[src/rtl/auth_pkg.sv]
// Shared definitions for the passcode authentication controller: FSM state
// encoding and default parameter values.
package auth_pkg;

    localparam int DEF_WIDTH       = 8;
    localparam int DEF_MAX_TRIES   = 3;
    localparam int DEF_LOCK_CYCLES = 16;

    typedef enum logic [2:0] {
        ST_UNSET  = 3'd0,
        ST_ARMED  = 3'd1,
        ST_CHECK  = 3'd2,
        ST_OPEN   = 3'd3,
        ST_LOCKED = 3'd4
    } auth_state_e;

endpackage

[src/rtl/auth_cmp.sv]
// Combinational equality of two words, built as an AND-reduction of a
// bitwise XNOR so every bit position contributes to the result.
module auth_cmp #(
    parameter int WIDTH = auth_pkg::DEF_WIDTH
) (
    input  logic [WIDTH-1:0] a,
    input  logic [WIDTH-1:0] b,
    output logic             eq
);

    assign eq = &(a ~^ b);

endmodule

[src/rtl/param_auth_ctrl.sv]
// Passcode authentication controller: stores a code, checks guesses one at a
// time and locks out for LOCK_CYCLES after MAX_TRIES consecutive failures.
module param_auth_ctrl
    import auth_pkg::*;
#(
    parameter int WIDTH       = DEF_WIDTH,
    parameter int MAX_TRIES   = DEF_MAX_TRIES,
    parameter int LOCK_CYCLES = DEF_LOCK_CYCLES
) (
    input  logic                             clk,
    input  logic                             rst_n,
    input  logic                             set_valid,
    input  logic [WIDTH-1:0]                 set_code,
    input  logic                             guess_valid,
    input  logic [WIDTH-1:0]                 guess_code,
    input  logic                             relock,
    output logic                             guess_ready,
    output logic                             matched,
    output logic                             unmatched,
    output logic                             locked,
    output logic                             code_set,
    output logic [$clog2(MAX_TRIES+1)-1:0]   tries_left
);

    localparam int CNT_W = $clog2(MAX_TRIES + 1);
    localparam int TIM_W = $clog2(LOCK_CYCLES + 1);

    localparam logic [CNT_W-1:0] MAX_TRIES_C   = CNT_W'(MAX_TRIES);
    localparam logic [CNT_W-1:0] CNT_ONE       = CNT_W'(1);
    localparam logic [TIM_W-1:0] LOCK_CYCLES_C = TIM_W'(LOCK_CYCLES);
    localparam logic [TIM_W-1:0] TIM_ONE       = TIM_W'(1);

    auth_state_e        state_q, state_d;
    logic [WIDTH-1:0]   code_q, code_d;
    logic [WIDTH-1:0]   guess_q, guess_d;
    logic [CNT_W-1:0]   fail_q, fail_d;
    logic [TIM_W-1:0]   timer_q, timer_d;

    logic               guess_ready_q, guess_ready_d;
    logic               matched_q, matched_d;
    logic               unmatched_q, unmatched_d;
    logic               locked_q, locked_d;
    logic               code_set_q, code_set_d;
    logic [CNT_W-1:0]   tries_left_q, tries_left_d;

    logic               codes_equal;
    logic [CNT_W-1:0]   fail_inc;

    auth_cmp #(
        .WIDTH (WIDTH)
    ) u_cmp (
        .a  (guess_q),
        .b  (code_q),
        .eq (codes_equal)
    );

    // fail_q stays below MAX_TRIES outside LOCKED, so the increment cannot wrap.
    assign fail_inc = fail_q + CNT_ONE;

    always_comb begin
        // NOTE: every variable gets a default before the case so no path
        // leaves one unassigned, which would otherwise infer a latch.
        state_d     = state_q;
        code_d      = code_q;
        guess_d     = guess_q;
        fail_d      = fail_q;
        timer_d     = timer_q;
        matched_d   = 1'b0;
        unmatched_d = 1'b0;

        case (state_q)
            ST_UNSET: begin
                if (set_valid) begin
                    code_d  = set_code;
                    fail_d  = '0;
                    state_d = ST_ARMED;
                end
            end
            ST_ARMED: begin
                if (guess_valid) begin
                    guess_d = guess_code;
                    state_d = ST_CHECK;
                end
            end
            ST_CHECK: begin
                if (codes_equal) begin
                    matched_d = 1'b1;
                    fail_d    = '0;
                    state_d   = ST_OPEN;
                end else begin
                    unmatched_d = 1'b1;
                    fail_d      = fail_inc;
                    if (fail_inc == MAX_TRIES_C) begin
                        timer_d = LOCK_CYCLES_C;
                        state_d = ST_LOCKED;
                    end else begin
                        state_d = ST_ARMED;
                    end
                end
            end
            ST_OPEN: begin
                if (set_valid) begin
                    code_d  = set_code;
                    state_d = ST_ARMED;
                end else if (relock) begin
                    state_d = ST_ARMED;
                end
            end
            ST_LOCKED: begin
                timer_d = timer_q - TIM_ONE;
                if (timer_q == TIM_ONE) begin
                    fail_d  = '0;
                    state_d = ST_ARMED;
                end
            end
            default: begin
                state_d = ST_UNSET;
            end
        endcase

        // Status outputs are derived from the next state so they are registered
        // yet line up with the state they describe.
        guess_ready_d = (state_d == ST_ARMED);
        locked_d      = (state_d == ST_LOCKED);
        code_set_d    = (state_d != ST_UNSET);
        tries_left_d  = (state_d == ST_LOCKED) ? '0 : (MAX_TRIES_C - fail_d);
    end

    always_ff @(posedge clk) begin
        // NOTE: sequential state uses non-blocking assignments so every flop
        // samples the pre-edge values regardless of statement order.
        if (!rst_n) begin
            // NOTE: the passcode and guess registers are reset too; they are
            // plain flops, and a defined value keeps the comparator quiet.
            state_q       <= ST_UNSET;
            code_q        <= '0;
            guess_q       <= '0;
            fail_q        <= '0;
            timer_q       <= '0;
            guess_ready_q <= 1'b0;
            matched_q     <= 1'b0;
            unmatched_q   <= 1'b0;
            locked_q      <= 1'b0;
            code_set_q    <= 1'b0;
            tries_left_q  <= MAX_TRIES_C;
        end else begin
            state_q       <= state_d;
            code_q        <= code_d;
            guess_q       <= guess_d;
            fail_q        <= fail_d;
            timer_q       <= timer_d;
            guess_ready_q <= guess_ready_d;
            matched_q     <= matched_d;
            unmatched_q   <= unmatched_d;
            locked_q      <= locked_d;
            code_set_q    <= code_set_d;
            tries_left_q  <= tries_left_d;
        end
    end

    assign guess_ready = guess_ready_q;
    assign matched     = matched_q;
    assign unmatched   = unmatched_q;
    assign locked      = locked_q;
    assign code_set    = code_set_q;
    assign tries_left  = tries_left_q;

endmodule
[config.mk]
export PLATFORM = sky130hd
export DESIGN_NAME = param_auth_ctrl
export DESIGN_NICKNAME = d
export VERILOG_FILES = /design/src/rtl/auth_pkg.sv /design/src/rtl/auth_cmp.sv /design/src/rtl/param_auth_ctrl.sv
export SDC_FILE = /design/constraint.sdc
export NUM_CORES = 1
export LEC_CHECK = 0
export ABC_AREA = 1
export BUFFER_PORTS_ARGS = -buffer_cell sky130_fd_sc_hd__buf_4
export CAP_MARGIN = 5
export CELL_PAD_IN_SITES_DETAIL_PLACEMENT = 0
export CELL_PAD_IN_SITES_GLOBAL_PLACEMENT = 1
export CORE_MARGIN = 3
export CORE_UTILIZATION = 35
export DETAILED_ROUTE_END_ITERATION = 10
export GPL_ROUTABILITY_DRIVEN = 0
export PLACE_DENSITY = 0.83
export RECOVER_POWER = 50
export SLEW_MARGIN = 30
export SYNTH_ARGS = -nofsm -noshare
export SYNTH_HDL_FRONTEND = slang
export SYNTH_HIERARCHICAL = 1
export SYNTH_SLANG_ARGS = --single-unit
[constraint.sdc]
create_clock -name clk -period 1.4 [get_ports clk]
set_input_delay 0.28 -clock clk [delete_from_list [all_inputs] [get_ports clk]]
set_output_delay 0.28 -clock clk [all_outputs]
set_load 0.05 [all_outputs]
==> flow_metrics.env, run 1 <==
export IMPL_grt_pass1_vias=1293
export IMPL_yosys_area_share_simple=0.3614
export IMPL_nets=282
export IMPL_synth_top_family_by_area="simple AND/OR/NAND/NOR gates"
export IMPL_skew_ps=1.071
export IMPL_synth_edf_count=0
export IMPL_wirelength_mm=3.354
export IMPL_synth_nets=248
export IMPL_relSlewSlack=0.8006
export IMPL_yosysSeqAreaShare=0.4241
export IMPL_synth_cell_types=27
export IMPL_fp_dieH_um=72.72
export IMPL_syn_avg_cell_area_sq_um=6.954
export IMPL_drive_above_1_share=0.3463
export IMPL_postRouteAntennaNets=0
export IMPL_dieArea_sq_um=5287
export IMPL_hold_violations=0
export IMPL_synth_top_area_frac=0.4241
export IMPL_cts_tree="done"
export IMPL_fmax_mhz=695.2
export IMPL_max_stage_delay_ps=350
export IMPL_p_per_area_nw_per_um2=1041
export IMPL_placementRows=23
export IMPL_synthArstFlopShare=0
export IMPL_hold_class="input port to flop"
export IMPL_clockRootBuffer="clkbuf_8"
export IMPL_rsz0062_at_grt="true"
export IMPL_cap_violations=0
export IMPL_ios=28
export IMPL_slew_violations=0
export IMPL_dpl_hpwl_mm=2.352
export IMPL_dieWidth_um=72.72
export IMPL_startpoint_type="flop"
export IMPL_path_class="flop to flop"
export IMPL_fin_setup_tns_ps=-101.7
export IMPL_worst_slew_pin_slew_ps=296.8
export IMPL_irDropWorstVdd_mv=0.5182
export IMPL_synth_largest_area_cell="dfxtp_1"
export IMPL_cp_cell_sequence="inv_2 -> nand2_2 -> nand2_2 -> nor2_2 -> nand2_1 -> nor2_2 -> inv_2 -> nand4_4 -> nand2_2 -> or2_0 -> nor2_1"
export IMPL_cts_htree_levels=2
export IMPL_drt_initial_drc_count=60
export IMPL_min_period_ps=1438
export IMPL_violations="setup timing"
export IMPL_status="finished with violations"
export IMPL_yosys_warnings=6
export IMPL_worst_ep_required_time_ps=1620
export IMPL_fin_crit_sh=1.027
export IMPL_power_leakage_uw=0.0009250
export IMPL_synth_area_top_cells="dfxtp_1, nor2_1, nand2_1"
export IMPL_clk_pin_slew_worst_paths_ps=60
export IMPL_ys_seq_elements=33
export IMPL_grt_max_degree=25
export IMPL_syn_inst=224
export IMPL_synth_most_common_cell="nor2_1"
export IMPL_global_route_overflow_total=0
export IMPL_synth_compound_area_frac=0.09639
export IMPL_vias=1392
export IMPL_clock_path_buffers=2
export IMPL_grt_antenna_before_repair=0
export IMPL_track_usage=0.1418
export IMPL_crit_slowest_cell="dfxtp_2"
export IMPL_cts_sinks=33
export IMPL_synthToLayoutAreaGrowth_pct=26.35
export IMPL_synth_area_sq_um=1558
export IMPL_initial_core_util=0.3759
export IMPL_muxShareOfSynthArea=0
export IMPL_setup_viol=5
export IMPL_drc=0
export IMPL_ctsHoldBuffers=0
export IMPL_synth_xor_xnor_area_share=0
export IMPL_dr_wl_met3_um=170
export IMPL_crit_path_max_fanout=4
export IMPL_hold_worst_slack_ps=242.0
export IMPL_met2WireLength_mm=1.447
export IMPL_layout_setup_ws_ps=-38.49
export IMPL_core_area_sq_um=4144
export IMPL_grt_pass1_wl_mm=5.768
export IMPL_synth_adder_area_share=0.02410
export IMPL_numCtsBuffers=5
export IMPL_cp_end_kind="flop"
export IMPL_wl_met1_mm=1.675
export IMPL_clk_latency_ps=280
export IMPL_io_buffers=27
export IMPL_antennaDiodeCount=0
export IMPL_wl_per_cell_um=10.93
export IMPL_yosys_top_cells_count="nor2_1, nand2_1, dfxtp_1"
export IMPL_viasPerCell=4.534
export IMPL_cp_arrival_ps=1650
export IMPL_synth_main_ff_cell="dfxtp_1"
export IMPL_path_common_cell="nand2_2"
export IMPL_drt_first_pass_iters=4
export IMPL_top_layer="met4"
[worst paths after layout]
path / startpoint / endpoint / slack [ps] / cells past startpoint
worst max-delay path: guess_q[2] / guess_ready / -40 / 11
worst min-delay path: set_code[4] / code_q[4] / 240 / 3
worst max register to register: guess_q[2] / guess_ready / -40 / 11
worst min register to register: code_q[3] / code_q[3] / 490 / 2
[kinds of logic (layout without fill, tap and decap cells)]
logic type                 Yosys count  in the layout
and+or+nand+nor                    124            124
buffers and inverters               36             69
DFF                                 33             33
AOI/OAI and AO/OA                   28             28
adders and majority gates            3              3
[metal layers]
layer,global-route usage,up-vias
li1,-,766
met4,0.05533,0
met3,0.04821,5
met1,0.1907,600
met5,0,-
met2,0.2084,21
[area by class of cell]
cell class	count	area, sq um
fill	434	2176
timing repair buffer	31	211.5
sequential	33	680.7
multi-input combinational	155	819.5
inverter	32	120.1
clock buffer	5	68.82
clock inverter	1	5.005
tap	50	62.56
[power breakdown]
part / switching, uW / total, uW / internal, uW
Clock: 314 / 640 / 326
Combinational: 218 / 361 / 142
Sequential: 44.1 / 1050 / 1000
Total: 576 / 2050 / 1470
[sequential cells by signal (all words and copies together), names as in the netlist]
| name | count |
|---|---|
| code_q | 8 |
| code_set | 1 |
| fail_q | 2 |
| guess_q | 8 |
| guess_ready | 1 |
| locked | 1 |
| matched | 1 |
| state_q | 3 |
| timer_q | 5 |
| tries_left | 2 |
| unmatched | 1 |
[worst max-delay path: cells and delay by family (launching register included)]
| kind | cells | cell delay, ps |
|---|---|---|
| buffers and inverters | 2 | 120 |
| DFF | 1 | 350 |
| and+or+nand+nor | 9 | 910 |
[per-stage QoR]
stage / setup WS [ps] / utilization / power [uW] / area [sq um] / std cells
after global placement: -126.3 / 0.4408 / 1404 / 1827 / 301
after CTS: -15.14 / 0.4659 / 2070 / 1931 / 307
after detailed placement: -111.7 / 0.4408 / 1408 / 1827 / 301
after global routing: -201.4 / 0.4749 / 2169 / 1968 / 307
after floorplan: 49.30 / - / 1296 / 1558 / 224
final: -38.49 / 0.4749 / 2049 / 1968 / 307
[cells in the final DEF (no fill, tap or decap)]
| cell | Yosys | routed |
|---|---|---|
| nand3b_1 | 2 | 2 |
| nor2_4 | 1 | 1 |
| nor2_2 | 1 | 4 |
| clkbuf_2 | 0 | 7 |
| clkbuf_8 | 0 | 5 |
| nand3_1 | 9 | 7 |
| o21a_1 | 1 | 1 |
| clkbuf_1 | 1 | 1 |
| nand3_2 | 2 | 4 |
| nand4_4 | 1 | 2 |
| ha_1 | 3 | 3 |
| clkinv_2 | 0 | 1 |
| nor2_1 | 56 | 53 |
| inv_2 | 5 | 9 |
| inv_1 | 27 | 23 |
| nand2_2 | 2 | 10 |
| buf_4 | 1 | 23 |
| o21ai_1 | 8 | 9 |
| or2_0 | 1 | 1 |
| a21oi_4 | 0 | 1 |
| o21ai_0 | 10 | 9 |
| nand2_4 | 2 | 3 |
| a21oi_2 | 2 | 3 |
| dfxtp_2 | 0 | 16 |
| dfxtp_1 | 33 | 17 |
| a21oi_1 | 7 | 5 |
| nor3_1 | 2 | 2 |
| nand4_1 | 2 | 2 |
| nand2_1 | 42 | 33 |
[timing repair]
action                     4_1_cts  5_1_grt
gates cloned                     0        0
setup endpoints to repair        9       30
resized for setup               17       23
pin swaps                        3        9
buffers inserted                 0        0
Note: power is estimated with default switching activity, not from simulation.
==> run 2, diff against run 1 <==
--- a/config.mk
+++ b/config.mk
@@ -5,16 +5,15 @@
 export SDC_FILE = /design/constraint.sdc
 export NUM_CORES = 1
 export LEC_CHECK = 0
-export ABC_AREA = 1
 export BUFFER_PORTS_ARGS = -buffer_cell sky130_fd_sc_hd__buf_4
 export CAP_MARGIN = 5
 export CELL_PAD_IN_SITES_DETAIL_PLACEMENT = 0
 export CELL_PAD_IN_SITES_GLOBAL_PLACEMENT = 1
 export CORE_MARGIN = 3
-export CORE_UTILIZATION = 35
+export CORE_UTILIZATION = 37
 export DETAILED_ROUTE_END_ITERATION = 10
 export GPL_ROUTABILITY_DRIVEN = 0
-export PLACE_DENSITY = 0.83
+export PLACE_DENSITY = 0.82
 export RECOVER_POWER = 50
 export SLEW_MARGIN = 30
 export SYNTH_ARGS = -nofsm -noshare
==> flow_metrics.env, run 2 <==
export IMPL_clock_path_buffers=2
export IMPL_ios=28
export IMPL_fmax_mhz=574.9
export IMPL_clk_latency_ps=280
export IMPL_initial_core_util=0.3935
export IMPL_placementRows=22
export IMPL_fp_dieH_um=69.33
export IMPL_clk_pin_slew_worst_paths_ps=70
export IMPL_core_area_sq_um=3771
export IMPL_postRouteAntennaNets=0
export IMPL_grt_pass1_wl_mm=5.582
export IMPL_finalCoreUtilization=0.5700
export IMPL_synth_adder_area_share=0.02530
export IMPL_fin_cells=255
export IMPL_syn_avg_cell_area_sq_um=9.893
export IMPL_numCtsBuffers=5
export IMPL_ctsHoldBuffers=0
export IMPL_synth_top_area_frac=0.4452
export IMPL_layout_common_cells="buf_4, nor2_1, dfxtp_1"
export IMPL_synth_compound_area_frac=0.09275
export IMPL_io_buffers=27
export IMPL_slew_violations=0
export IMPL_synth_area_sq_um=1484
export IMPL_drt_first_pass_iters=4
export IMPL_fin_setup_tns_ps=-3169
export IMPL_antennaDiodeCount=0
export IMPL_min_from="set_code[0]"
export IMPL_fin_area_sq_um=2150
export IMPL_path_common_cell="a211o_1"
export IMPL_muxShareOfSynthArea=0.1079
export IMPL_layout_setup_ws_ps=-339.5
export IMPL_r2r_end="code_set"
export IMPL_yosysSeqAreaShare=0.4452
export IMPL_fin_crit_sh=1.243
export IMPL_crit_path_max_fanout=3
export IMPL_wl_per_cell_um=13.19
export IMPL_cts_sinks=33
export IMPL_cap_violations=0
export IMPL_relSlewSlack=0.7421
export IMPL_status="finished with violations"
export IMPL_path_class="flop to flop"
export IMPL_place_area_sq_um=1897
export IMPL_r2r_start="guess_q[0]"
export IMPL_yosys_warnings=6
export IMPL_grt_antenna_before_repair=0
export IMPL_top_regs="code_q x8, guess_q x8, timer_q x5"
export IMPL_total_power_uw=2510
export IMPL_worst_ep_required_time_ps=1570
export IMPL_startpoint_type="flop"
export IMPL_cts_htree_levels=2
export IMPL_synth_top_family_by_area="simple AND/OR/NAND/NOR gates"
export IMPL_nets=230
export IMPL_cp_cell_sequence="xnor2_2 -> nand4_1 -> nor2_2 -> or2b_1 -> a22o_1 -> a211o_1 -> a211o_1"
export IMPL_hold_path_depth=3
export IMPL_synth_edf_count=0
export IMPL_clockRootBuffer="clkbuf_8"
export IMPL_dieWidth_um=69.33
export IMPL_hold_class="input port to flop"
export IMPL_vias=1264
export IMPL_rsz0062_at_grt="true"
export IMPL_crit_slowest_cell="dfxtp_2"
export IMPL_synth_most_common_cell="dfxtp_1"
export IMPL_cp_arrival_ps=1910
export IMPL_synthToLayoutAreaGrowth_pct=44.86
export IMPL_dpl_hpwl_mm=2.477
export IMPL_setup_viol=15
export IMPL_layout_commonest_cell="buf_4"
export IMPL_ys_seq_elements=33
export IMPL_max_stage_delay_ps=330
export IMPL_dp_cells=242
export IMPL_r2r_slack_ps=-340
export IMPL_skew_ps=3.574
export IMPL_cts_tree="done"
export IMPL_track_usage=0.1431
export IMPL_synth_largest_area_cell="dfxtp_1"
export IMPL_drc=0
export IMPL_syn_inst=150
export IMPL_synth_nets=174
export IMPL_p_per_area_nw_per_um2=1168
export IMPL_synth_main_ff_cell="dfxtp_1"
export IMPL_grt_max_degree=16
export IMPL_viasPerCell=4.957
export IMPL_yosys_top_cells_count="dfxtp_1, nor2_1, mux2i_1"
export IMPL_global_route_overflow_total=0
export IMPL_cp_end_kind="flop"
export IMPL_hold_violations=0
export IMPL_violations="setup timing"
export IMPL_r2r_worst_path_cells=7
export IMPL_irDropWorstVdd_mv=0.6792
export IMPL_synth_cell_types=36
export IMPL_wirelength_mm=3.364
export IMPL_min_to="code_q[0]"
export IMPL_drt_initial_drc_count=48
export IMPL_power_leakage_uw=0.0008899
export IMPL_drive_above_1_share=0.4831
export IMPL_yosys_area_share_simple=0.1998
export IMPL_dieArea_sq_um=4807
export IMPL_grt_pass1_vias=1298
export IMPL_worst_slew_pin_slew_ps=386.4
export IMPL_min_period_ps=1740
export IMPL_synth_xor_xnor_area_share=0.07083
export IMPL_synth_area_top_cells="dfxtp_1, mux2i_1, nor2_1"
export IMPL_synthArstFlopShare=0
==> run 2: metal layers <==
metal,part of all wire,up-vias,track usage
met5,0,-,0
met4,0.032,0,0.07809
met3,0.043,11,0.03768
met2,0.50,34,0.2521
met1,0.42,595,0.1543
li1,-,624,-
==> run 2: cells by family after synthesis <==
kind of cell,count (synthesis)
and+or+nand+nor,55
AOI/OAI and AO/OA,17
xor gates and xnor gates,12
buffers and inverters,14
DFF,33
adders and majority gates,3
muxes,16
==> run 2: repair_timing <==
item,CTS,global route
endpoints found under the setup margin,23,25
resized for setup,11,20
pin swaps,7,15
setup buffers,4,2
==> run 2: area by class of cell <==
type | instances | area, sq um
multi-input combinational | 103 | 837.1
fill | 309 | 1622
clock inverter | 2 | 37.54
inverter | 7 | 26.28
sequential | 33 | 674.4
clock buffer | 6 | 82.58
timing repair buffer | 56 | 431.7
tap | 48 | 60.06
==> run 2: critical path, delay by kind of cell, from the launching register on <==
family | cells | cell delay, ps
flops | 1 | 330
compound gates | 3 | 750
simple gates | 3 | 420
xor+xnor | 1 | 130
==> run 2: worst max path at each step <==
stage,from,endpoint,slack (ps),cells past startpoint
final,guess_q[0],code_set,-340,7
after CTS,guess_q[5],code_set,-340,7
after floorplan,guess_q[6],code_set,-230,7
after global placement,code_q[7],code_set,-310,8
after global routing,code_q[7],code_set,-420,7
after detailed placement,code_q[0],code_set,-380,8
==> run 2: power by group <==
group	switching, uW	internal, uW
clock network	356	578
logic	266	258
registers	45.2	1010
==> run 2: metrics by stage <==
stage | setup slack, ps | hold WS [ps]
final | -339.5 | 227.7
after global routing | -420.7 | 224.2
after CTS | -336.2 | 225.0
after detailed placement | -376.2 | 508.1
after global placement | -305.6 | 494.6
after floorplan | -225.2 | 427.2
==> run 3, diff against run 2 <==
--- a/config.mk
+++ b/config.mk
@@ -8,9 +8,9 @@
 export BUFFER_PORTS_ARGS = -buffer_cell sky130_fd_sc_hd__buf_4
 export CAP_MARGIN = 5
 export CELL_PAD_IN_SITES_DETAIL_PLACEMENT = 0
-export CELL_PAD_IN_SITES_GLOBAL_PLACEMENT = 1
+export CELL_PAD_IN_SITES_GLOBAL_PLACEMENT = 2
 export CORE_MARGIN = 3
-export CORE_UTILIZATION = 37
+export CORE_UTILIZATION = 30
 export DETAILED_ROUTE_END_ITERATION = 10
 export GPL_ROUTABILITY_DRIVEN = 0
 export PLACE_DENSITY = 0.82
==> flow_metrics.env, run 3 (same netlist as run 2, synthesis figures left out) <==
export IMPL_status="finished with violations"
export IMPL_violations="setup timing"
export IMPL_fmax_mhz=581.3
export IMPL_clk_pin_slew_worst_paths_ps=70
export IMPL_min_to="code_q[7]"
export IMPL_crit_start="code_q[7]"
export IMPL_core_area_sq_um=4564
export IMPL_skew_ps=9.980
export IMPL_rsz0062_at_grt="true"
export IMPL_crit_path_max_fanout=2
export IMPL_clk_latency_ps=290
export IMPL_nets=229
export IMPL_relSlewSlack=0.8040
export IMPL_fin_area_sq_um=2137
export IMPL_slew_violations=0
export IMPL_crit_buf_inv=0
export IMPL_min_period_ps=1720
export IMPL_layout_setup_ws_ps=-320.4
export IMPL_wirelength_mm=3.390
export IMPL_cp_end_kind="flop"
export IMPL_worst_ep_required_time_ps=1570
export IMPL_placementRows=24
export IMPL_fin_crit_sh=1.229
export IMPL_wl_per_cell_um=12.51
export IMPL_initial_core_util=0.3251
export IMPL_antennaDiodeCount=0
export IMPL_ios=28
export IMPL_r2r_end="code_set"
export IMPL_dieArea_sq_um=5826
export IMPL_postRouteAntennaNets=0
export IMPL_hold_class="input port to flop"
export IMPL_cap_violations=0
export IMPL_power_leakage_uw=0.0008781
export IMPL_drc=0
export IMPL_hold_path_depth=3
export IMPL_numCtsBuffers=5
export IMPL_r2r_start="code_q[7]"
export IMPL_irDropWorstVdd_mv=0.6575
export IMPL_cts_sinks=33
export IMPL_place_area_sq_um=1913
export IMPL_drive_above_1_share=0.4612
export IMPL_cp_arrival_ps=1890
export IMPL_clockRootBuffer="clkbuf_8"
export IMPL_cp_cell_sequence="xnor2_1 -> nand4_1 -> nor2_2 -> or2b_1 -> a22o_1 -> a211o_1 -> a211o_1"
export IMPL_grt_pass1_wl_mm=5.368
export IMPL_viasPerCell=4.554
export IMPL_grt_antenna_before_repair=0
export IMPL_layout_common_cells="buf_4, nor2_1, dfxtp_1"
export IMPL_max_stage_delay_ps=330
export IMPL_layout_commonest_cell="buf_4"
export IMPL_crit_slowest_cell="dfxtp_2"
export IMPL_pre_cts_ws_ps=-307.1
export IMPL_synthToLayoutAreaGrowth_pct=44.01
export IMPL_global_route_overflow_total=0
export IMPL_r2r_worst_path_cells=7
export IMPL_hold_violations=0
export IMPL_dp_cells=260
export IMPL_path_delay_family="compound AO/OA/AOI/OAI gates"
export IMPL_min_from="set_code[7]"
export IMPL_dpl_hpwl_mm=2.482
export IMPL_io_buffers=27
export IMPL_startpoint_type="flop"
export IMPL_worst_slew_pin_slew_ps=293.1
export IMPL_grt_pass1_vias=1243
export IMPL_cts_htree_levels=2
export IMPL_r2r_slack_ps=-320
export IMPL_track_usage=0.1145
export IMPL_path_class="flop to flop"
export IMPL_dieWidth_um=76.33
export IMPL_fp_dieH_um=76.33
export IMPL_p_per_area_nw_per_um2=1179
export IMPL_top_regs="code_q x8, guess_q x8, timer_q x5"
export IMPL_path_common_cell="a211o_1"
export IMPL_hold_worst_slack_ps=226.2
export IMPL_vias=1234
export IMPL_grt_max_degree=18
export IMPL_setup_viol=16
export IMPL_fin_cells=271
export IMPL_cts_tree="done"
export IMPL_clock_path_buffers=2
export IMPL_drt_initial_drc_count=53
export IMPL_drt_first_pass_iters=4
==> run 3: cell types whose count changed in the layout (fill, tap and decap cells not counted), moves of 2 or more <==
cell,change
nor3_2,-2
nor3_1,+2
buf_4,+2
nor2_2,-2
nor2_4,+2
xnor2_1,+4
xnor2_2,-4
==> run 3: layout make-up <==
type	instances	area, sq um
well taps	65	81.33
multi-input cells	103	827.0
clock inverters	1	30.03
flip-flops and latches	33	670.6
inverters	7	26.28
fillers	455	2427
repair buffers	55	415.4
clock buffers	7	86.33
==> run 3: through the flow <==
step | setup TNS, ps | utilization | total power [uW]
finish | -3013 | 0.4682 | 2519
global route | -5011 | 0.4682 | 2626
CTS | -2544 | 0.4567 | 2518
detailed placement | -3287 | 0.4191 | 1554
global placement | -3224 | 0.4191 | 1545
floorplan | -1013 | - | 1385
==> run 3: tightest hold or removal path: cells and delay by family <==
family	cells	cell delay (ps)
simple gates	1	70
mux	1	50
buf+inv	1	70
==> run 3: power breakdown <==
part	total, uW	switching, uW	internal (uW)
registers	1050	45.0	1010
logic	534	264	270
clock network	934	354	580
total	2520	663	1860
==> run 3: what timing repair did <==
action / in CTS / in global routing
resized for setup: 11 / 17
pin swaps: 10 / 5
endpoints found under the setup margin: 24 / 30
cloned: 0 / 0
hold buffers: 0 / 0
endpoints found under the hold margin: 0 / 0
buffers inserted: 2 / 1
==> run 3: worst max-delay path by stage <==
stage | to | slack, ps | cells past startpoint
floorplan | code_set | -230 | 7
global placement | code_set | -310 | 7
detailed placement | timer_q[0] | -310 | 8
CTS | code_set | -310 | 7
global route | code_set | -420 | 7
finish | code_set | -320 | 7
==> run 3: routing by layer <==
layer,wire length [um],GRT usage,share of wire
met1,1478,0.1282,0.44
met2,1677,0.2012,0.49
met3,156,0.03664,0.046
met4,78,0.04348,0.023
met5,0,0,0
